**src/rtl/ntt_pkg.sv**
```systemverilog
// ntt_pkg
// Shared constants, types and helpers for the NTT butterfly datapath
// (Barrett reducer, butterfly add/sub stage, twiddle ROM).
//   NTT_N / NTT_Q        : default residue width and modulus
//   NTT_W_Q/NTT_W_R/NTT_W_T : quotient (N+1), remainder (N+2), product (2N+2) widths
//   barrett_state_t      : Barrett reducer FSM states
//   barrett_mu()         : floor(2^(2N) / Q)
package ntt_pkg;

    localparam int NTT_N   = 14;
    localparam int NTT_Q   = 12289;
    localparam int NTT_W_Q = NTT_N + 1;
    localparam int NTT_W_R = NTT_N + 2;
    localparam int NTT_W_T = 2 * NTT_N + 2;

    typedef enum logic [2:0] {
        ST_IDLE = 3'd0,
        ST_MULQ = 3'd1,
        ST_MULR = 3'd2,
        ST_SUB  = 3'd3,
        ST_COR1 = 3'd4,
        ST_COR2 = 3'd5
    } barrett_state_t;

    function automatic longint barrett_mu(input int n, input int q);
        longint num;
        num = longint'(1) << (2 * n);
        return num / longint'(q);
    endfunction

endpackage

```
**src/rtl/cond_sub_q.sv**
```systemverilog
// cond_sub_q
// Combinational conditional subtract: y = (r >= Q) ? r - Q : r.
//   r : input  [W-1:0]  partially reduced remainder
//   y : output [W-1:0]  remainder after at most one subtraction of Q
module cond_sub_q #(
    parameter int W = 16,
    parameter int Q = 12289
) (
    input  logic [W-1:0] r,
    output logic [W-1:0] y
);

    localparam logic [W-1:0] Q_W = W'(Q);

    assign y = (r >= Q_W) ? (r - Q_W) : r;

endmodule

```
**src/rtl/barrett_reduce.sv**
```systemverilog
// barrett_reduce
// Multi-cycle Barrett reducer: captures a 2N-bit product on start and
// returns x mod Q after a fixed 5-clock latency with a one-cycle done pulse.
//   clk       : input        rising-edge clock
//   n_reset   : input        asynchronous active-low reset
//   start     : input        load request (upstream multiplier done)
//   x         : input  [2N]  unsigned product, expected < Q*Q
//   result    : output [N]   residue, held until the next completion
//   done      : output       one-cycle completion pulse
//   busy      : output       reduction in flight
//   range_err : output       sticky x >= Q*Q flag, only with BARRETT_RANGE_CHECK_EN
// Optional feature macro: BARRETT_RANGE_CHECK_EN
//
// state | meaning
// ------+---------------------------------------------------------------
// IDLE  | waiting for start; done cycle of the previous op lands here
// MULQ  | q = ((x >> (N-1)) * MU) >> (N+1)
// MULR  | qm = q * Q, kept to N+2 bits
// SUB   | r = x - qm mod 2^(N+2), r < 3Q
// COR1  | first conditional subtract of Q
// COR2  | second conditional subtract, load result, pulse done
module barrett_reduce
    import ntt_pkg::*;
#(
    parameter int N = NTT_N,
    parameter int Q = NTT_Q
) (
    input  logic           clk,
    input  logic           n_reset,
    input  logic           start,
    input  logic [2*N-1:0] x,
    output logic [N-1:0]   result,
    output logic           done,
    output logic           busy
`ifdef BARRETT_RANGE_CHECK_EN
    ,
    output logic           range_err
`endif
);

    localparam logic [N:0]   MU_W = (N + 1)'(barrett_mu(N, Q));
    localparam logic [N+1:0] Q_R  = (N + 2)'(Q);

    barrett_state_t state;

    logic [2*N-1:0] x_reg;
    logic [N:0]     q;
    logic [N+1:0]   qm;
    logic [N+1:0]   r;

    logic [N:0]     x_hi;
    logic [2*N+1:0] t;
    logic [N:0]     q_next;
    logic [N+1:0]   qm_next;
    logic [N+1:0]   r_corr;

    assign x_hi    = (N + 1)'(x_reg >> (N - 1));
    assign t       = {{(N + 1){1'b0}}, x_hi} * {{(N + 1){1'b0}}, MU_W};
    assign q_next  = (N + 1)'(t >> (N + 1));
    // Only the low N+2 bits of q*Q matter: the true remainder is < 3Q < 2^(N+2).
    assign qm_next = {1'b0, q} * Q_R;

    // Shared between COR1 and COR2.
    cond_sub_q #(
        .W (N + 2),
        .Q (Q)
    ) u_cond_sub (
        .r (r),
        .y (r_corr)
    );

`ifdef BARRETT_RANGE_CHECK_EN
    localparam logic [2*N-1:0] QQ = (2 * N)'(longint'(Q) * longint'(Q));
`endif

    always_ff @(posedge clk or negedge n_reset) begin
        if (!n_reset) begin
            state  <= ST_IDLE;
            x_reg  <= '0;
            q      <= '0;
            qm     <= '0;
            r      <= '0;
            result <= '0;
            done   <= 1'b0;
            busy   <= 1'b0;
`ifdef BARRETT_RANGE_CHECK_EN
            range_err <= 1'b0;
`endif
        end else begin
            done <= 1'b0;
            case (state)
                ST_IDLE: begin
                    if (start) begin
                        x_reg <= x;
                        busy  <= 1'b1;
                        state <= ST_MULQ;
`ifdef BARRETT_RANGE_CHECK_EN
                        if (x >= QQ) begin
                            range_err <= 1'b1;
                        end
`endif
                    end
                end
                ST_MULQ: begin
                    q     <= q_next;
                    state <= ST_MULR;
                end
                ST_MULR: begin
                    qm    <= qm_next;
                    state <= ST_SUB;
                end
                ST_SUB: begin
                    r     <= x_reg[N+1:0] - qm;
                    state <= ST_COR1;
                end
                ST_COR1: begin
                    r     <= r_corr;
                    state <= ST_COR2;
                end
                ST_COR2: begin
                    result <= N'(r_corr);
                    done   <= 1'b1;
                    busy   <= 1'b0;
                    state  <= ST_IDLE;
                end
                default: begin
                    busy  <= 1'b0;
                    state <= ST_IDLE;
                end
            endcase
        end
    end

endmodule

```
**config.mk**
```make
export PLATFORM = sky130hd
export DESIGN_NAME = barrett_reduce
export DESIGN_NICKNAME = d
export VERILOG_FILES = /design/src/rtl/ntt_pkg.sv /design/src/rtl/cond_sub_q.sv /design/src/rtl/barrett_reduce.sv
export SDC_FILE = /design/constraint.sdc
export NUM_CORES = 1
export LEC_CHECK = 0
export ABC_AREA = 1
export CORE_MARGIN = 2
export CORE_UTILIZATION = 56
export DETAILED_ROUTE_END_ITERATION = 7
export DONT_BUFFER_PORTS = 1
export PLACE_DENSITY_LB_ADDON = 0.2
export SKIP_CTS_REPAIR_TIMING = 1
export SLEW_MARGIN = 15
export SYNTH_ARGS = -nofsm -noshare
export SYNTH_HDL_FRONTEND = slang
export SYNTH_SLANG_ARGS = --single-unit
export TNS_END_PERCENT = 50
```
**constraint.sdc**
```tcl
create_clock -name clk -period 4.83 [get_ports clk]
set_clock_uncertainty 0.15 [all_clocks]
set_input_delay 1.449 -clock clk [delete_from_list [all_inputs] [get_ports clk]]
set_output_delay 1.449 -clock clk [all_outputs]
set_load 0.03 [all_outputs]
```
* Word level (Yosys, flattened, before mapping)
Index checks and enable logic that the tools add are counted.
Cells by class: $add $sub $neg 2, multiply operators 2, magnitude comparators 1, equal/unequal tests 7, muxes and demuxes 7, bitwise operators 1, reductions and logical operators 6
Operators by type and width (number):
- $pmux W16 S2 | 1
- $mul A15 B15 Y30 const B | 1
- $ge A16 B14 Y1 const B | 1
- $mul A15 B14 Y16 const B | 1
- $mux W16 | 1
- $sub A16 B14 Y16 const B | 1
- $sub A16 B16 Y16 | 1
- $pmux W3 S5 | 1
- $eq A3 B2 Y1 const B | 2
- $eq A3 B3 Y1 const B | 2
- $reduce_and A2 Y1 | 3
- $reduce_or A4 Y1 | 1
- $eq A3 B1 Y1 const B | 1
- $logic_not A3 Y1 | 1
- $mux W3 | 1
- $mux W1 | 2
- $ne A2 B1 Y1 const B | 1
- $ne A2 B2 Y1 const B | 1
- $pmux W1 S2 | 1
- $reduce_bool A2 Y1 | 1
- $not A1 Y1 | 1
Word-level totals: register bits after elaboration 94, input port bits 31, output and inout port bits 16, logic and storage cells 35

* Longest topological paths before layout
Gate-level depths: netlist of the first run.
depth in word-level cells 4, depth in mapped cells 23, gate-level depth less buffers 23

* Modules after synthesis
Synthesis of the first run repeated with hierarchy kept, for this count alone.
Unflattened totals: cells, all modules 1250, area, all modules 9859.5 um^2
By module, submodules not included:
- barrett_reduce | times used 1, cells an instance 1120, area each 9213.8 um^2, sequential area each 2352.3 um^2
- cond_sub_q | times used 1, cells an instance 130, area each 645.6 um^2, sequential area each 0.0 um^2

* Worst setup path before layout of the first run
OpenSTA, ideal clock, no wires.
path kind reg-to-reg, from register x_reg[14], to register q[6], library setup time 0.118 ns, arrival time 4.661 ns, required time 4.562 ns, slack -0.099 ns, stages on the path, launching flop included 21, path buffers 0, period minus slack after synthesis 4.929 ns, path through dfrtp_1 -> ha_1 -> fa_1 -> inv_1 -> fa_1 -> inv_1 -> fa_1 -> fa_1 -> inv_1 -> fa_1 -> inv_1 -> ha_1 -> nand2_1 -> inv_1 -> nand2_1 -> nor3_1 -> nand3_1 -> nand3_1 -> nand2_1 -> nand3_1 -> nand2_1
On the way: word-level cells in the longest chain between the ends 1
RTL lines:
- start: declaration | line barrett_reduce.sv:46 | logic [2*N-1:0] x_reg;
- start signal: assignment | line barrett_reduce.sv:79 | x_reg <= '0;
- start signal: assignment | line barrett_reduce.sv:94 | x_reg <= x;
- $mul A15 B15 Y30 | line barrett_reduce.sv:58 | assign t = {{(N + 1){1'b0}}, x_hi} * {{(N + 1){1'b0}}, MU_W};
- end signal: assignment | line barrett_reduce.sv:105 | q <= q_next;
- end: declaration | line barrett_reduce.sv:47 | logic [N:0] q;
No other way between the ends. A chain may end at the register's enable or synchronous reset.

* Worst setup path after layout of the first run
from register x_reg[14], to register q[14]
Same word-level chain as after synthesis.

==> impl_metrics.env, run 1 <==
export IMPL_outcome="complete, no violations"
export IMPL_grt_max_degree=95
export IMPL_drive_gt1_frac=0.152
export IMPL_wl_um=26000
export IMPL_drt_initial_drc_count=381
export IMPL_gp_congestion=0.937
export IMPL_hpwl_um=20300
export IMPL_r2r_start="x_reg[14]"
export IMPL_slew_headroom=0.364
export IMPL_nFillCells=1463
export IMPL_core_area_um2=17400
export IMPL_initial_core_util=0.573
export IMPL_layout_setup_ws_ns=0.109
export IMPL_syn_area_um2=9950
export IMPL_rrSetupSlack_ns=0.11
export IMPL_fp_dieArea_um2=18800
export IMPL_clock_fmax_mhz=212
export IMPL_dp_cells=1556
export IMPL_grt_pass1_wl_um=41200
export IMPL_cts_buffers=9
export IMPL_grt_total_usage=0.285
export IMPL_cts_sinks=94
export IMPL_layout_min_cycle_time_ns=4.72
export IMPL_cp_cell_sequence="ha_4 > fa_1 > inv_2 > fa_1 > inv_2 > fa_1 > fa_1 > inv_1 > fa_1 > inv_2 > ha_4 > nand2_4 > inv_4 > nand2_4 > nor4_4 > nand2_1 > nand2_1 > nand2_1 > nand3_1 > nand2_1"
export IMPL_cts_path_max_buffers=2
export IMPL_hold_depth=2
export IMPL_numPortBuffers=0
export IMPL_grt_antenna_before_repair=1
export IMPL_ioPinCount=47
export IMPL_synthCells=1303
export IMPL_wl_per_cell_um=16.5
export IMPL_clkTransAtPathRegs_ns=0.07
export IMPL_worstSetupStartpoint="x_reg[14]"
export IMPL_slowest_stage="fa_1"
export IMPL_hold_viol=0
export IMPL_fin_cells=1578
export IMPL_nets=1595
export IMPL_yosys_warnings=0
export IMPL_area_growth_pct=14.9
export IMPL_die_y_um=137
export IMPL_ys_ff_latch=94
export IMPL_overflow=0
export IMPL_seq_area_um2=2360
export IMPL_worst_slew_pin_slew_ns=0.953
export IMPL_drv_slew=0
export IMPL_reg2reg_depth=20
export IMPL_critPathMaxStageDelay_ns=0.55
export IMPL_crit_top_cell="fa_1"
export IMPL_cts_tree="built"
export IMPL_place_ws_ns=-0.131
export IMPL_yosysUniqueCellTypes=38
export IMPL_critical_path_required_ns=4.94
export IMPL_setup_violations_final=0
export IMPL_synth_avg_cell_area_um2=7.63
export IMPL_ant_nets=0
export IMPL_synth_fp_nets=1551
export IMPL_firstDrtPassIters=5
export IMPL_vias=8500
export IMPL_hp_class="reg2reg"
export IMPL_crit_arrival_ns=4.83
export IMPL_placementRows=48
export IMPL_min_to="q[4]"
export IMPL_cap_viol_max_count=0
export IMPL_cp_end_kind="flop"
export IMPL_min_period_over_period=0.977
export IMPL_crit_fanout=4
export IMPL_die_w_um=137
export IMPL_rr_endpoint="q[14]"
export IMPL_clockRootBuffer="clkbuf_16"
export IMPL_ys_seq_area_frac=0.236
export IMPL_avgViaCountPerCell=5.39
export IMPL_start_kind="flop"
export IMPL_drc=0
export IMPL_clock_latency_ns=0.37
export IMPL_crit_type="reg2reg"
export IMPL_min_from="q[4]"
export IMPL_htree_levels=3
export IMPL_multiInputGateArea_um2=7130
export IMPL_utilization=0.659
export IMPL_first_global_vias=8374
export IMPL_rsz0062_at_grt="true"
export IMPL_largest_reg_flops=28
logic make-up after synthesis:
logic type               after synthesis  synth area share
adder cells (fa/ha/maj)              217             0.320
buffers and inverters                273             0.105
multiplexers                          20            0.0226
AND/OR/NAND/NOR                      569             0.239
AO/OA/AOI/OAI                        114            0.0628
flip-flops                            94             0.236
XOR/XNOR                              16            0.0141
through the flow:
| step | TNS [ns] | hold WS, ns | area [um^2] |
|---|---|---|---|
| 6_report | 0 | 0.334 | 11400 |
| 5_1_grt | -0.496 | 0.350 | 11400 |
| 4_1_cts | -1.50 | 0.335 | 10800 |
| 3_5_place_dp | -1.21 | 0.317 | 10500 |
| 3_3_place_gp | -0.601 | 0.318 | 10500 |
| 2_1_floorplan | 0 | 0.296 | 9960 |
synth_stat cells:
library cell    n  area (um^2)
a211o_1         1         8.76
a21o_1          2         15.0
a21oi_1        45          225
a22oi_1         1         7.51
a32oi_1         1         8.76
and2_1          2         12.5
buf_2           6         30.0
buf_4           1         7.51
buf_6           1         11.3
clkbuf_1        7         26.3
clkinv_1        1         3.75
dfrtp_1        94         2350
fa_1           62         1240
ha_1          155         1940
inv_1         252          946
inv_2           5         18.8
mux2_2         20          225
nand2_1       359         1350
nand2_2         3         18.8
nand3_1        81          405
nand3_2         2         20.0
nand3b_1        5         37.5
nand4_1        12         75.1
nor2_1         83          312
nor2_2          3         18.8
nor2_4          2         22.5
nor3_1          9         45.0
nor3_2          2         20.0
nor3_4          1         16.3
nor4_1          2         12.5
o21a_1          4         30.0
o21ai_0        35          175
o21ai_1        12         60.1
o21bai_1       10         75.1
o22ai_1         3         18.8
or2_2           3         18.8
xnor2_1         7         61.3
xor2_1          9         78.8
metal layers:
metal | wire, um | vias to the layer above | track usage | part of all wire
li1 | - | 4187 | - | -
met1 | 11200 | 4064 | 0.358 | 0.43
met2 | 12900 | 192 | 0.502 | 0.50
met3 | 992 | 57 | 0.0368 | 0.038
met4 | 883 | 0 | 0.104 | 0.034
met5 | 0 | - | 0 | 0
area by class of cell:
type | instances | share of cell area
multi-input combinational | 936 | 0.623
sequential | 94 | 0.206
inverter | 258 | 0.0849
timing repair buffer | 48 | 0.0322
tap | 225 | 0.0246
clock buffer | 11 | 0.0212
clock inverter | 5 | 0.00711
antenna | 1 | 0.000219
worst max-delay path by stage:
stage / depth (start not counted) / end / slack, ns
3_3_place_gp: 22 / q[9] / -0.12
6_report: 20 / q[14] / 0.11
4_1_cts: 22 / q[5] / -0.17
3_5_place_dp: 19 / q[8] / -0.13
2_1_floorplan: 20 / q[6] / 0.01
5_1_grt: 20 / q[14] / -0.08
cell usage in the layout (no fill, tap or decap), types with 3 or more instances in the layout:
cell and count:
a21oi_1 37, a21oi_2 7, buf_4 47, clkbuf_16 9, dfrtp_1 88, dfrtp_2 6, fa_1 62, ha_1 130
ha_4 23, inv_1 240, inv_2 16, mux2_2 20, nand2_1 338, nand2_2 17, nand2_4 7, nand3_1 77
nand3_2 6, nand3b_1 5, nand4_1 12, nor2_1 66, nor2_2 14, nor2_4 8, nor3_1 5, nor3_2 5
o21a_1 4, o21ai_0 33, o21ai_1 13, o21bai_1 8, o22ai_1 3, or2_2 3, xnor2_1 7, xor2_1 9
worst max-delay path, delay by kind of cell (launching register included):
kind	cells	cell delay [ns]
adders and majority gates	7	3.03
and+or+nand+nor	8	0.77
DFF	1	0.44
buffers and inverters	5	0.24
Power of run 1 is not shown: default switching activity piles up to over one toggle a cycle in this logic, so the estimate is an artifact.
==> run 2, diff against run 1 <==
ABC_AREA = 0   (was 1)
GPL_ROUTABILITY_DRIVEN = 0   (was unset)
==> run 2 against run 1 <==
Net effect: the run now ends with setup timing left; cell area fell by 13%; die area shrank 13%; register-to-register slack got worse by 0.57 ns; count of clock-buffer cells in the layout shrank 1; routed wire length fell by 27%; maximum frequency fell by 11%; via count decreased by 26%; sequential share of layout area up 3.1 points; synthesized cell count shrank 32%; setup slack worse by 0.57 ns; worst hold slack worse by 0.0049 ns; utilization is 0.13 points higher; critical path type unchanged.
==> impl_metrics.env, run 2 <==
export IMPL_outcome="finished with violations"
export IMPL_failed_checks="setup timing"
export IMPL_hold_viol=0
export IMPL_reg2reg_depth=20
export IMPL_nFillCells=1196
export IMPL_min_from="q[4]"
export IMPL_cap_viol_max_count=0
export IMPL_crit_type="reg2reg"
export IMPL_clock_latency_ns=0.35
export IMPL_setup_violations_final=14
export IMPL_cts_tree="built"
export IMPL_slew_headroom=0.413
export IMPL_grt_max_degree=95
export IMPL_vias=6328
export IMPL_diodes=0
export IMPL_async_flop_share=1.00
export IMPL_synth_fa_ha_area_frac=0.369
export IMPL_ys_seq_area_frac=0.273
export IMPL_synthSimpleGateAreaFrac=0.0906
export IMPL_ioPinCount=47
export IMPL_synthTopCellsByArea="dfrtp_1 (27%), ha_1 (23%), fa_1 (14%), inv_1 (6.3%), o21ai_0 (4.8%)"
export IMPL_cp_end_kind="flop"
export IMPL_wl_um=19000
export IMPL_clockRootBuffer="clkbuf_16"
export IMPL_place_ws_ns=-0.598
export IMPL_grt_total_usage=0.248
export IMPL_clkTransAtPathRegs_ns=0.07
export IMPL_cts_path_max_buffers=2
export IMPL_cts_buffers=9
export IMPL_drt_initial_drc_count=393
export IMPL_hpwl_um=15300
export IMPL_hold_depth=2
export IMPL_synthXorXnorAreaFrac=0.0478
export IMPL_grt_use_met1=0.319
export IMPL_htree_levels=3
export IMPL_yosys_warnings=0
export IMPL_synth_flop_cell="dfrtp_1"
export IMPL_clock_fmax_mhz=189
export IMPL_grt_antenna_before_repair=0
export IMPL_worst_slew_pin_slew_ns=0.878
export IMPL_synth_avg_cell_area_um2=9.79
export IMPL_die_w_um=128
export IMPL_grtUsageMet3=0.0401
export IMPL_crit_fanout=4
export IMPL_seq_area_um2=2360
export IMPL_drive_gt1_frac=0.180
export IMPL_critical_path_required_ns=4.90
export IMPL_syn_area_um2=8620
export IMPL_die_y_um=128
export IMPL_most_common_layout_cells="inv_1 (143), ha_1 (135), dfrtp_1 (86)"
export IMPL_drc=0
export IMPL_r2r_start="x_reg[20]"
export IMPL_hp_class="reg2reg"
export IMPL_crit_arrival_ns=5.36
export IMPL_numPortBuffers=0
export IMPL_start_kind="flop"
export IMPL_initial_core_util=0.571
export IMPL_rsz0062_at_grt="true"
export IMPL_layout_min_cycle_time_ns=5.29
export IMPL_fp_dieArea_um2=16400
export IMPL_overflow=0
export IMPL_synthMuxAreaShare=0.0288
export IMPL_avgViaCountPerCell=5.59
export IMPL_rr_endpoint="q[14]"
export IMPL_ant_nets=0
export IMPL_grt_util_met2=0.429
export IMPL_rrSetupSlack_ns=-0.46
export IMPL_synth_compound_area_share=0.116
export IMPL_synth_top_cell_area_share=0.273
export IMPL_synth_top_family_by_area="adder cells"
export IMPL_synth_edf_count=0
export IMPL_yosysUniqueCellTypes=52
export IMPL_multiInputGateArea_um2=5960
export IMPL_area_growth_pct=15.6
export IMPL_grt_pass1_wl_um=31600
export IMPL_final_common_cell="inv_1"
export IMPL_synth_area_leader_cell="dfrtp_1"
export IMPL_wl_per_cell_um=16.8
export IMPL_firstDrtPassIters=5
export IMPL_ys_ff_latch=94
export IMPL_min_period_over_period=1.10
export IMPL_cts_sinks=94
export IMPL_yosysMostFrequentCell="ha_1"
export IMPL_drv_slew=0
export IMPL_layout_setup_ws_ns=-0.464
export IMPL_nets=1188
export IMPL_min_to="qm[4]"
export IMPL_largest_reg_flops=28
export IMPL_synthCells=880
export IMPL_core_area_um2=15100
export IMPL_top_usage_layer="met2"
export IMPL_placementRows=45
export IMPL_synth_commonest_cells="ha_1 (155), inv_1 (144), dfrtp_1 (94)"
export IMPL_first_global_vias=6488
export IMPL_synth_fp_nets=1128
==> run 2: cell types whose count changed after synthesis, moves of 7 or more <==
cell | previous run | this run
nand2_1 | 359 | 86
nand3_1 | 81 | 9
nor2_1 | 83 | 18
clkbuf_1 | 7 | 22
a21oi_1 | 45 | 30
o21ai_0 | 35 | 82
o21ai_1 | 12 | 5
a21o_1 | 2 | 12
xnor2_1 | 7 | 28
o21bai_1 | 10 | 2
inv_1 | 252 | 144
xor2_1 | 9 | 19
==> run 2: kinds of logic (layout without fill, tap and decap cells) <==
logic type	Yosys count	in the layout
fa+ha+maj	217	217
mux	22	22
xor+xnor	47	47
simple gates	166	166
compound gates	166	166
flops	94	94
buf+inv	168	233
==> run 2: worst max path at each step <==
| stage | start | to | cells past startpoint |
|---|---|---|---|
| 6_report | x_reg[20] | q[14] | 20 |
| 5_1_grt | x_reg[15] | q[14] | 21 |
| 4_1_cts | x_reg[15] | q[14] | 20 |
| 3_5_place_dp | x_reg[20] | q[14] | 19 |
| 3_3_place_gp | x_reg[20] | q[14] | 19 |
| 2_1_floorplan | x_reg[16] | q[12] | 20 |
==> run 2: layout make-up <==
type	instances	area share
multi-input combinational	618	0.598
sequential	94	0.237
timing repair buffer	73	0.0550
inverter	144	0.0543
clock buffer	10	0.0240
tap	188	0.0236
clock inverter	6	0.00754
==> run 2: metal layers <==
layer / routed length, um / part of all wire
met1: 8470 / 0.45
met2: 9510 / 0.50
met3: 707 / 0.037
met4: 305 / 0.016
met5: 0 / 0
==> run 2: per-stage QoR <==
step	instance area, um^2	instances	TNS, ns	hold WS (ns)	util
after floorplan	8800	880	-0.925	0.300	-
after detailed placement	9470	1114	-4.98	0.317	0.628
after global routing	9960	1133	-7.43	0.367	0.660
after CTS	9780	1130	-5.77	0.334	0.648
after global placement	9470	1114	-4.42	0.313	0.628
final	9960	1133	-4.27	0.329	0.660
==> run 2: critical path, stage by stage (launching register included) <==
cell and delay [ns]:
dfrtp_2 0.47, buf_4 0.18, ha_1 0.28, ha_1 0.29, ha_1 0.30, ha_1 0.27
inv_1 0.06, fa_1 0.50, fa_1 0.55, inv_1 0.04, ha_1 0.31, a21oi_1 0.21
o211ai_1 0.19, a31oi_1 0.22, buf_4 0.16, nand3_4 0.10, a221oi_4 0.30, o2111ai_2 0.20
a21oi_2 0.18, xnor2_1 0.13, o21ai_1 0.07
Power of run 2 is left out for the same reason.
